$ cat src/rtl/shift_add_mult_ctrl.sv
// Sequential 4x4 shift-and-add multiplier. Start to done takes 5 cycles; start is ignored while busy.
// Optional MULT_ZERO_SKIP_EN: zero operands go straight to DONE with latency 1.
// No backpressure: done is a one-cycle pulse and product holds until the next accepted start.

module adder_4bits (
  input  logic [3:0] a,
  input  logic [3:0] b,
  output logic [3:0] sum_out,
  output logic       c_out
);
  assign {c_out, sum_out} = {1'b0, a} + {1'b0, b};
endmodule

module shift_add_mult_ctrl (
  input  logic       clk,
  input  logic       rst_n,
  input  logic       start,
  input  logic [3:0] x,
  input  logic [3:0] y,
  output logic       busy,
  output logic       done,
  output logic [7:0] product
);

  localparam logic [1:0] ST_IDLE = 2'd0;
  localparam logic [1:0] ST_CALC = 2'd1;
  localparam logic [1:0] ST_DONE = 2'd2;

  logic [1:0] state;
  logic [3:0] mcand;
  logic [7:0] acc;
  logic [7:0] acc_next;
  logic [1:0] step_cnt;
  logic [3:0] sum_out;
  logic       c_out;

  adder_4bits u_adder (
    .a       (acc[7:4]),
    .b       (mcand),
    .sum_out (sum_out),
    .c_out   (c_out)
  );

  // High nibble accumulates partial products; low nibble shifts out the multiplier bits.
  always_comb begin
    acc_next = {1'b0, acc[7:1]};
    if (acc[0]) begin
      acc_next = {c_out, sum_out, acc[3:1]};
    end
  end

  always_ff @(posedge clk or negedge rst_n) begin
    if (!rst_n) begin
      state    <= ST_IDLE;
      mcand    <= 4'h0;
      acc      <= 8'h00;
      step_cnt <= 2'd0;
      product  <= 8'h00;
    end else begin
      case (state)
        ST_IDLE: begin
          if (start) begin
            mcand    <= x;
            acc      <= {4'h0, y};
            step_cnt <= 2'd0;
`ifdef MULT_ZERO_SKIP_EN
            if ((x == 4'h0) || (y == 4'h0)) begin
              product <= 8'h00;
              state   <= ST_DONE;
            end else begin
              state <= ST_CALC;
            end
`else
            state <= ST_CALC;
`endif
          end
        end
        ST_CALC: begin
          acc <= acc_next;
          if (step_cnt == 2'd3) begin
            product <= acc_next;
            state   <= ST_DONE;
          end else begin
            step_cnt <= step_cnt + 2'd1;
          end
        end
        ST_DONE: begin
          state <= ST_IDLE;
        end
        default: begin
          state <= ST_IDLE;
        end
      endcase
    end
  end

  assign busy = (state == ST_CALC) || (state == ST_DONE);
  assign done = (state == ST_DONE);

endmodule

$ cat config.mk
export PLATFORM = sky130hd
export DESIGN_NAME = shift_add_mult_ctrl
export DESIGN_NICKNAME = d
export VERILOG_FILES = /design/src/rtl/shift_add_mult_ctrl.sv
export SDC_FILE = /design/constraint.sdc
export NUM_CORES = 1
export LEC_CHECK = 0
export CAP_MARGIN = 20
export CORE_MARGIN = 1.5
export CORE_UTILIZATION = 40
export DETAILED_ROUTE_END_ITERATION = 10
export PLACE_DENSITY = 0.64
export SLEW_MARGIN = 20
export SYNTH_ARGS = -nofsm -noshare
export SYNTH_HDL_FRONTEND = slang
export SYNTH_HIERARCHICAL = 1
export SYNTH_SLANG_ARGS = --single-unit
$ cat constraint.sdc
create_clock -name clk -period 1.8 [get_ports clk]
set_input_delay 0.27 -clock clk [delete_from_list [all_inputs] [get_ports clk]]
set_output_delay 0.27 -clock clk [all_outputs]
set_load 0.005 [all_outputs]
==> results of run 1 <==
area by class of cell:
| class | count | area [µm²] |
|---|---|---|
| clock buffers | 3 | 22.5 |
| clock inverters | 1 | 30.0 |
| fillers | 288 | 1410 |
| inverters | 8 | 30.0 |
| multi-input cells | 75 | 609 |
| flip-flops and latches | 24 | 601 |
| well taps | 44 | 55.1 |
| repair buffers | 29 | 269 |
routing by layer:
| layer | wire (µm) | up-vias |
|---|---|---|
| met1 | 984 | 391 |
| met2 | 1050 | 16 |
| met3 | 89 | 2 |
| met4 | 23 | 0 |
| li1 | - | 435 |
| met5 | 0 | - |
kinds of logic after synthesis:
group,after synthesis
DFF,24
xor gates and xnor gates,2
adders and majority gates,11
AOI/OAI and AO/OA,20
and+or+nand+nor,24
muxes,18
buffers and inverters,13
flip-flops by register name, summed over array words and instances, names as in the netlist:
| name | count |
|---|---|
| product | 8 |
| state | 2 |
| acc | 8 |
| step_cnt | 2 |
| mcand | 4 |
per-stage QoR:
step	power, µW	setup slack [ns]	cell area [µm²]
after global placement	2240	0.0709	1520
after CTS	2710	0.0149	1590
after detailed placement	2290	0.0529	1520
after floorplan	1890	0.217	1270
final	2760	0.0659	1620
after global routing	3010	-0.0266	1620
final timing paths:
check,start,end,depth (start not counted)
max,acc[4]$_DFFE_PN0P_,acc[4]$_DFFE_PN0P_,7
min,rst_n,product[1]$_DFFE_PN0P_,2
max reg2reg,acc[4]$_DFFE_PN0P_,acc[4]$_DFFE_PN0P_,7
min reg2reg,product[7]$_DFFE_PN0P_,product[7]$_DFFE_PN0P_,2
max in group asynchronous,rst_n,mcand[1]$_DFFE_PN0P_,2
min in group clk,product[7]$_DFFE_PN0P_,product[7]$_DFFE_PN0P_,2
report_power, final:
part / switching, µW / leakage [µW] / internal (µW)
combinational: 624 / 0.000426 / 808
clock: 171 / 0.0000279 / 225
sequential: 169 / 0.000309 / 766
total: 964 / 0.000763 / 1800
worst max-delay path: cells and delay by family, from the launching register on:
family | cells | cell delay (ns)
buffers and inverters | 2 | 0.07
adders and majority gates | 2 | 0.73
and+or+nand+nor | 1 | 0.06
DFF | 1 | 0.42
AOI/OAI and AO/OA | 1 | 0.20
muxes | 1 | 0.16
synth_stat cells, drive strengths merged, types with 2 or more instances:
master	n	share of area, %
dfrtp	24	47
nand2	13	4.0
o21ai	11	4.3
ha	10	9.8
mux2	9	8.0
mux2i	9	7.4
inv	8	2.4
buf	5	3.1
nor2	5	1.5
a22o	3	2.3
nor2b	3	1.7
a21o	2	1.2
a21oi	2	1.1
xnor2	2	1.4
what timing repair did:
| item | in CTS | in global routing |
|---|---|---|
| endpoints found under the setup margin | 2 | 4 |
| gates resized for setup | 2 | 7 |
| pin swaps | 0 | 0 |
| cloned | 0 | 0 |
| setup buffers | 2 | 2 |
cells in the final DEF (no fill, tap or decap), drive strengths merged, types with 5 or more instances in the layout:
| cell type | Yosys | routed |
|---|---|---|
| dfrtp | 24 | 24 |
| mux2i | 9 | 9 |
| inv | 8 | 8 |
| nand2 | 13 | 13 |
| mux2 | 9 | 9 |
| ha | 10 | 10 |
| nor2 | 5 | 5 |
| buf | 5 | 9 |
| o21ai | 11 | 11 |
| clkdlybuf4s50 | 0 | 18 |
==> flow_summary_export.csv, run 1 <==
group,metric,value,unit
run_status,outcome,"completed",
die,io_pins,21,
placed_design,dp.final_hpwl,1610,µm
global_routing,track_usage,14.4,%
clock_tree,ctsHtreeMaxLevel,1,
sta,tightest_slew,0.304,ns
finish,num_antenna_cells,0,
global_routing,grt_pass1_wl,3800,µm
detailed_routing,first_pass_iters,3,
clock_tree,cts_tree,"built",
worst_setup_path,cpPeakStageDelay,0.52,ns
clock_tree,cts_buffers,3,
worst_setup_path,arrival,1.97,ns
global_routing,grt-ovfl-total,0,
worst_setup_path,endpoint_kind,"register",
die,initial_utilization,42.0,%
sta,hold_violations,0,
synthesis,synth-simple-area-share,9.06,%
sta,timing.final.crit_share,96.3,%
synthesis,synth_area,1270,µm²
worst_setup_path,crit_slowest_cell,"fa_2",
synthesis,synthXorXnorAreaFrac,1.38,%
die,die-width,59.4,µm
synthesis,synth.area.mux_share,15.4,%
placed_design,io_buffers,20,
clock_tree,clock_sinks,24,
sta,timing.final.max_slew_violations,0,
detailed_routing,vias,844,
worst_setup_path,r2r_slack,0.07,ns
worst_setup_path,worstPathRequired,2.04,ns
sta,rsz0062_at_grt,"yes",
synthesis,yosysSeqAreaShare,47.2,%
detailed_routing,drtIter0Drc,23,
placed_design,routabilityCongestion,0.827,
die,core.rowCount,20,
synthesis,syn_area_per_cell,11.4,µm²
finish,fin_nets,163,
clock_tree,root_buffer,"clkbuf_4",
power_and_ir_drop,powerDensity,1710,nW/µm²
synthesis,synth-async-reset-ratio,100,%
synthesis,synth_adder_area_share,11.4,%
finish,layout.cells.non_filler,184,
sta,timing.final.crit_period,1.73,ns
clock_tree,cts_max_path_buffers,2,
sta,finalHoldWorstSlack,0.274,ns
sta,clock.fmax,577,MHz
clock_tree,clock_latency,0.33,ns
worst_setup_path,cp_cell_sequence,"ha_2 -> inv_2 -> fa_2 -> inv_2 -> mux2i_2 -> nor2_1 -> a22o_2",
finish,syn_to_final_growth,27.2,%
synthesis,yosysUniqueCellTypes,28,
synthesis,synth-compound-area-share,10.0,%
sta,setup_violations,0,
die,die_height,59.4,µm
die,core-area,3030,µm²
synthesis,synthCells,112,
detailed_routing,drc,0,
synthesis,synth_top_family_by_area,"multiplexers",
synthesis,ys_warn_count,6,
detailed_routing,drt-total-wl,2140,µm
global_routing,gr-usage-met2,25.0,%
worst_setup_path,crit_path_frequent_cell,"inv_2",
worst_setup_path,start_kind,"register",
synthesis,ys_seq_elements,24,
synthesis,synth_top_flop_cell,"dfrtp_1",
global_routing,grt_pass1_vias,868,
power_and_ir_drop,peakVddDrop,0.882,mV
sta,finalSetupTns,0,ns
global_routing,antenna_found_initial,0,
clock_tree,cts_hold_buf,0,
finish,final_core_utilization,53.4,%
detailed_routing,wire_per_inst,11.6,µm
detailed_routing,detail-route-antenna-nets,0,
clock_tree,clk_pin_slew,0.15,ns
synthesis,syn_nets,134,
die,dieArea,3530,µm²
global_routing,busiest_layer,"met2",
run,maxCapViolations,0,
global_routing,grt_use_met1,17.2,%
worst_setup_path,worst-setup-path-type,"register to register",
placed_design,dpl.cell_count,176,
global_routing,grt_max_degree,25,
sta,relSlewSlack,79.7,%
global_routing,met3_usage,3.93,%
finish,drive_above_1_share,25.0,%
worst_setup_path,cp_max_fo,3,
power_and_ir_drop,power_leakage,0.000763,µW
sta,finClkSkew,0.0206,ns
synthesis,synth-edff-count,0,
detailed_routing,viasPerCell,4.59,
worst_hold_path,hold_class,"primary input to asynchronous set/reset pin",
Power figures use the tool's default switching activity.
==> run 2: changes to the inputs <==
--- a/config.mk
+++ b/config.mk
@@ -9,7 +9,6 @@
 export CORE_MARGIN = 1.5
 export CORE_UTILIZATION = 40
 export DETAILED_ROUTE_END_ITERATION = 10
-export PLACE_DENSITY = 0.64
 export SLEW_MARGIN = 20
 export SYNTH_ARGS = -nofsm -noshare
 export SYNTH_HDL_FRONTEND = slang
==> run 2 against run 1 <==
Net effect: core utilization is 0.083 points higher; register-to-register slack about the same; sequential cell count unchanged; clock power shrank 30%; final area up 0.15%; power shrank 2.9%; largest cell class unchanged; critical endpoint unchanged.
==> flow_summary_export.csv, run 2 (synthesized netlist as in run 1, its figures left out) <==
group,metric,value,unit
clock_tree,ctsHtreeMaxLevel,1,
die,io_pins,21,
worst_setup_path,crit_path_frequent_cell,"inv_2",
power_and_ir_drop,powerDensity,1660,nW/µm²
die,core-area,3030,µm²
global_routing,gr-usage-met2,25.0,%
sta,timing.final.crit_share,95.9,%
finish,syn_to_final_growth,27.4,%
finish,layout_commonest_cell,"dfrtp_1",
clock_tree,clock_sinks,24,
detailed_routing,vias,867,
worst_setup_path,endpoint_kind,"register",
power_and_ir_drop,power_switching,965,µW
detailed_routing,first_pass_iters,3,
clock_tree,root_buffer,"clkbuf_4",
finish,largest_registers,"acc: 8 flops, product: 8 flops, mcand: 4 flops",
power_and_ir_drop,p_int,1720,µW
worst_setup_path,crit-reg2reg-launch,"acc[4]$_DFFE_PN0P_",
run,maxCapViolations,0,
worst_setup_path,r2r_cells,7,
sta,finClkSkew,0.00581,ns
finish,layout_common_cells,"dfrtp_1, clkdlybuf4s50_1, nand2_1, o21ai_0, buf_4",
worst_setup_path,worstPathRequired,2.02,ns
sta,hold_violations,0,
finish,num_antenna_cells,0,
global_routing,met3_usage,2.62,%
finish,fin_nets,165,
sta,clock.fmax,579,MHz
detailed_routing,wire_per_inst,11.8,µm
clock_tree,cts_max_path_buffers,2,
worst_setup_path,start_kind,"register",
placed_design,place_area,1520,µm²
clock_tree,clk_pin_slew,0.13,ns
global_routing,grt-ovfl-total,0,
detailed_routing,viasPerCell,4.66,
worst_setup_path,worstReg2RegEnd,"acc[4]$_DFFE_PN0P_",
global_routing,grt_max_degree,25,
finish,fill_cells,285,
power_and_ir_drop,switching_share,35.9,%
worst_setup_path,cp_max_fo,3,
sta,finalHoldWorstSlack,0.305,ns
die,initial_utilization,42.0,%
worst_setup_path,cp_cell_sequence,"ha_2 -> inv_2 -> fa_2 -> inv_2 -> mux2i_2 -> nor2_1 -> a22o_2",
clock_tree,cts_tree,"built",
finish,drive_above_1_share,26.1,%
power_and_ir_drop,comb_power_share,54.6,%
placed_design,io_buffers,20,
sta,rsz0062_at_grt,"yes",
global_routing,grt_use_met1,18.5,%
worst_setup_path,r2r_slack,0.07,ns
detailed_routing,drt-total-wl,2200,µm
finish,fin_area,1620,µm²
global_routing,track_usage,14.7,%
clock_tree,cts_hold_buf,0,
die,core.rowCount,20,
power_and_ir_drop,peakVddDrop,0.759,mV
global_routing,antenna_found_initial,0,
sta,tightest_slew,0.325,ns
sta,timing.final.crit_period,1.73,ns
run_status,outcome,"completed",
placed_design,dp.final_hpwl,1630,µm
die,die-width,59.4,µm
detailed_routing,drc,0,
finish,multi_input_area,609,µm²
die,die_height,59.4,µm
worst_setup_path,cpPeakStageDelay,0.52,ns
finish,final_core_utilization,53.5,%
sta,relSlewSlack,78.3,%
detailed_routing,detail-route-antenna-nets,0,
die,dieArea,3530,µm²
clock_tree,cts_buffers,3,
placed_design,routabilityCongestion,0.842,
clock_tree,clock_latency,0.31,ns
worst_setup_path,crit_slowest_cell,"fa_2",
worst_hold_path,hold_class,"primary input to asynchronous set/reset pin",
power_and_ir_drop,p_seq_share,35.0,%
sta,timing.final.max_slew_violations,0,
detailed_routing,drtIter0Drc,30,
global_routing,grt_pass1_vias,902,
power_and_ir_drop,clockPowerShare,10.4,%
global_routing,busiest_layer,"met2",
global_routing,grt_pass1_wl,3880,µm
finish,regArea,601,µm²
power_and_ir_drop,power_leakage,0.000772,µW
worst_setup_path,arrival,1.94,ns
worst_setup_path,worst-setup-path-type,"register to register",
sta,setup_violations,0,
==> run 2: changes by cell type in the layout (fill, tap and decap cells not counted), sizes merged <==
cell          change
dlygate4sd2       -1
buf               +2
dlymetal6s2s      +1
bufinv            -1
clkbuf            +1
==> run 2: metal layers <==
layer,share of wire (%),wire length [µm],up-vias
met2,50,1110,13
met5,0,0,-
met4,0.82,18,0
li1,-,-,437
met3,3.0,66,2
met1,46,1010,415
==> run 2: cell type report <==
class                      instances  area share [%]
clock buffer                       4            2.24
inverter                           8            1.85
multi-input combinational         75            37.6
sequential                        24            37.1
tap                               44            3.40
timing repair buffer              31            17.8
==> run 2: timing repair <==
item / in CTS / in global routing
setup endpoints to repair: 2 / 7
setup buffers: 3 / 3
pin swaps: 0 / 2
resized for setup: 2 / 7
==> run 2: power groups by stage <==
stage	combinational (µW)	sequential, µW	clock [µW]
finish	1470	940	279
global route	1640	974	322
CTS	1410	937	292
detailed placement	1340	950	0
global placement	1300	940	0
floorplan	996	895	0
==> run 2: worst max-delay path, delay by kind of cell, from the launching register on <==
family | cells | cell delay, ns
adders and majority gates | 2 | 0.73
DFF | 1 | 0.41
muxes | 1 | 0.15
and+or+nand+nor | 1 | 0.07
buffers and inverters | 2 | 0.07
AOI/OAI and AO/OA | 1 | 0.20
==> run 2: how the worst max path moves through the flow <==
stage                               from                  to  slack [ns]  depth (start not counted)
floorplan             acc[4]$_DFFE_PN0P_  acc[5]$_DFFE_PN0P_        0.22                          7
global placement      acc[4]$_DFFE_PN0P_  acc[5]$_DFFE_PN0P_        0.05                          7
detailed placement    acc[4]$_DFFE_PN0P_  acc[5]$_DFFE_PN0P_        0.04                          7
CTS                 state[1]$_DFFE_PN0P_                busy       0.003                          3
global route          acc[4]$_DFFE_PN0P_  acc[5]$_DFFE_PN0P_       -0.02                          7
finish                acc[4]$_DFFE_PN0P_  acc[4]$_DFFE_PN0P_        0.07                          7
==> run 2: metrics by stage <==
| step | setup slack (ns) | instances | power [µW] | TNS (ns) |
|---|---|---|---|---|
| after detailed placement | 0.0365 | 176 | 2290 | 0 |
| after global routing | -0.0249 | 186 | 2940 | -0.0333 |
| after floorplan | 0.217 | 112 | 1890 | 0 |
| after global placement | 0.0532 | 176 | 2240 | 0 |
| after CTS | 0.00290 | 183 | 2640 | 0 |
| final | 0.0743 | 186 | 2690 | 0 |
==> run 3: changes to the inputs <==
--- a/config.mk
+++ b/config.mk
@@ -5,8 +5,7 @@
 export SDC_FILE = /design/constraint.sdc
 export NUM_CORES = 1
 export LEC_CHECK = 0
-export CAP_MARGIN = 20
-export CORE_MARGIN = 1.5
+export CORE_MARGIN = 2
 export CORE_UTILIZATION = 40
 export DETAILED_ROUTE_END_ITERATION = 10
 export SLEW_MARGIN = 20
@@ -14,3 +13,4 @@
 export SYNTH_HDL_FRONTEND = slang
 export SYNTH_HIERARCHICAL = 1
 export SYNTH_SLANG_ARGS = --single-unit
+export TNS_END_PERCENT = 50
==> run 3 against run 2 <==
Net effect: final area fell by 1.8%; critical path depth unchanged; non-clock buffer count is 3 lower; clock skew is 0.0014 ns lower; wire length down 4.7%; sequential power shrank 0.9%; fmax shrank 1.2%; first-iteration DRC count grew 6.7%; global-route usage fell by 0.73 points; largest power group unchanged.
==> flow_summary_export.csv, run 3 (synthesized netlist as in run 1, its figures left out) <==
group,metric,value,unit
finish,layout_commonest_cell,"dfrtp_1",
finish,final_core_utilization,52.5,%
sta,timing.final.max_slew_violations,0,
finish,syn_to_final_growth,25.1,%
die,core-area,3030,µm²
die,initial_utilization,42.0,%
finish,multi_input_area,606,µm²
clock_tree,clock_sinks,24,
placed_design,dp.final_hpwl,1610,µm
worst_setup_path,crit_path_frequent_cell,"inv_1",
worst_setup_path,r2r_slack,0.05,ns
detailed_routing,viasPerCell,4.69,
finish,fin_nets,162,
sta,timing.final.crit_period,1.75,ns
worst_setup_path,arrival,1.95,ns
global_routing,busiest_layer,"met2",
sta,relSlewSlack,80.0,%
worst_setup_path,endpoint_kind,"register",
global_routing,track_usage,14.0,%
detailed_routing,drc,0,
clock_tree,cts_buffers,3,
sta,rsz0062_at_grt,"yes",
power_and_ir_drop,clockPowerShare,10.6,%
sta,setup_violations,0,
finish,layout_common_cells,"dfrtp_1, clkdlybuf4s50_1, nand2_1, o21ai_0, ha_1",
power_and_ir_drop,power_leakage,0.000743,µW
clock_tree,cts_max_path_buffers,2,
detailed_routing,drtIter0Drc,32,
power_and_ir_drop,power_switching,927,µW
power_and_ir_drop,p_seq_share,36.0,%
detailed_routing,first_pass_iters,3,
clock_tree,cts_tree,"built",
finish,drive_above_1_share,22.3,%
finish,layout.cells.non_filler,183,
run_status,outcome,"completed",
die,die_height,60.4,µm
clock_tree,root_buffer,"clkbuf_4",
clock_tree,clk_pin_slew,0.12,ns
sta,finalHoldWorstSlack,0.304,ns
global_routing,met3_usage,3.84,%
global_routing,gr-usage-met2,23.8,%
die,core.rowCount,20,
global_routing,grt_use_met1,18.0,%
worst_setup_path,worst-setup-path-type,"register to register",
clock_tree,clock_latency,0.31,ns
global_routing,grt_max_degree,25,
sta,finClkSkew,0.00444,ns
finish,fill_cells,281,
global_routing,antenna_found_initial,0,
worst_setup_path,cp_max_fo,3,
global_routing,grt_pass1_wl,3800,µm
finish,num_antenna_cells,0,
detailed_routing,wire_per_inst,11.5,µm
clock_tree,cts_hold_buf,0,
finish,regArea,601,µm²
sta,timing.final.crit_share,97.0,%
sta,tightest_slew,0.301,ns
power_and_ir_drop,comb_power_share,53.5,%
clock_tree,ctsHtreeMaxLevel,1,
power_and_ir_drop,powerDensity,1630,nW/µm²
run,maxCapViolations,0,
sta,clock.fmax,573,MHz
worst_setup_path,cp_cell_sequence,"ha_2 -> inv_1 -> fa_2 -> inv_1 -> mux2i_1 -> nor2_1 -> a22o_2",
worst_setup_path,worstPathRequired,2.01,ns
finish,largest_registers,"acc: 8 flops, product: 8 flops, mcand: 4 flops",
detailed_routing,vias,858,
die,io_pins,21,
detailed_routing,drt-total-wl,2100,µm
die,die-width,60.4,µm
sta,hold_violations,0,
power_and_ir_drop,peakVddDrop,0.930,mV
worst_setup_path,start_kind,"register",
detailed_routing,detail-route-antenna-nets,0,
global_routing,grt-ovfl-total,0,
power_and_ir_drop,switching_share,35.8,%
worst_hold_path,hold_class,"primary input to asynchronous set/reset pin",
worst_setup_path,crit_slowest_cell,"fa_2",
placed_design,io_buffers,20,
power_and_ir_drop,p_int,1670,µW
placed_design,routabilityCongestion,0.861,
global_routing,grt_pass1_vias,871,
die,dieArea,3650,µm²
placed_design,dpl.cell_count,176,
worst_setup_path,cpPeakStageDelay,0.51,ns
-- run 3: cell count changes in the layout (fill, tap and decap cells not counted), sizes merged --
cell / delta
buf: -3
clkdlybuf4s50: +1
dlymetal6s2s: -1
-- run 3: timing repair --
action / in CTS / in global routing
setup buffers: 2 / 1
setup endpoints to repair: 2 / 6
pin swaps: 0 / 1
cloned: 0 / 0
resized for setup: 1 / 5
-- run 3: area by class of cell --
type	instances	share of cell area, %
multi-input cells	75	38.1
flip-flops and latches	24	37.8
repair buffers	28	16.5
well taps	44	3.46
clock buffers	4	2.28
inverters	8	1.89
-- run 3: power by group through the flow --
| stage | Combinational, µW | Clock, µW | Sequential [µW] |
|---|---|---|---|
| 4_1_cts | 1370 | 285 | 933 |
| 5_1_grt | 1580 | 303 | 970 |
| 3_3_place_gp | 1300 | 0 | 940 |
| 6_report | 1390 | 274 | 932 |
| 3_5_place_dp | 1330 | 0 | 952 |
| 2_1_floorplan | 996 | 0 | 895 |
-- run 3: layer usage --
layer	wire, µm	vias up	share of wire, %
met4	17	0	0.81
met1	964	410	46
met2	1020	16	49
met5	0	-	0
li1	-	430	-
met3	90	2	4.3
-- run 3: path summary, 6_finish.rpt --
path                                        startpoint  cells after the start                     end
max in group asynchronous                        rst_n                      2      acc[4]$_DFFE_PN0P_
worst min-delay path                             rst_n                      2      acc[3]$_DFFE_PN0P_
worst max-delay path                acc[4]$_DFFE_PN0P_                      7      acc[4]$_DFFE_PN0P_
worst min register to register  product[5]$_DFFE_PN0P_                      2  product[5]$_DFFE_PN0P_
min in group clk                product[5]$_DFFE_PN0P_                      2  product[5]$_DFFE_PN0P_
worst max register to register      acc[4]$_DFFE_PN0P_                      7      acc[4]$_DFFE_PN0P_
-- run 3: through the flow --
step,TNS (ns),total power (µW),setup WS (ns),cell area (µm²)
5_1_grt,-0.0691,2850,-0.0484,1590
3_3_place_gp,0,2240,0.0540,1520
2_1_floorplan,0,1890,0.217,1270
4_1_cts,0,2590,0.00594,1580
3_5_place_dp,0,2280,0.0577,1520
6_report,0,2590,0.0539,1590
-- run 3: critical path: cells and delay by family, from the launching register on --
kind                       cells  cell delay (ns)
DFF                            1             0.42
buffers and inverters          2             0.10
adders and majority gates      2             0.72
AOI/OAI and AO/OA              1             0.20
muxes                          1             0.16
and+or+nand+nor                1             0.06
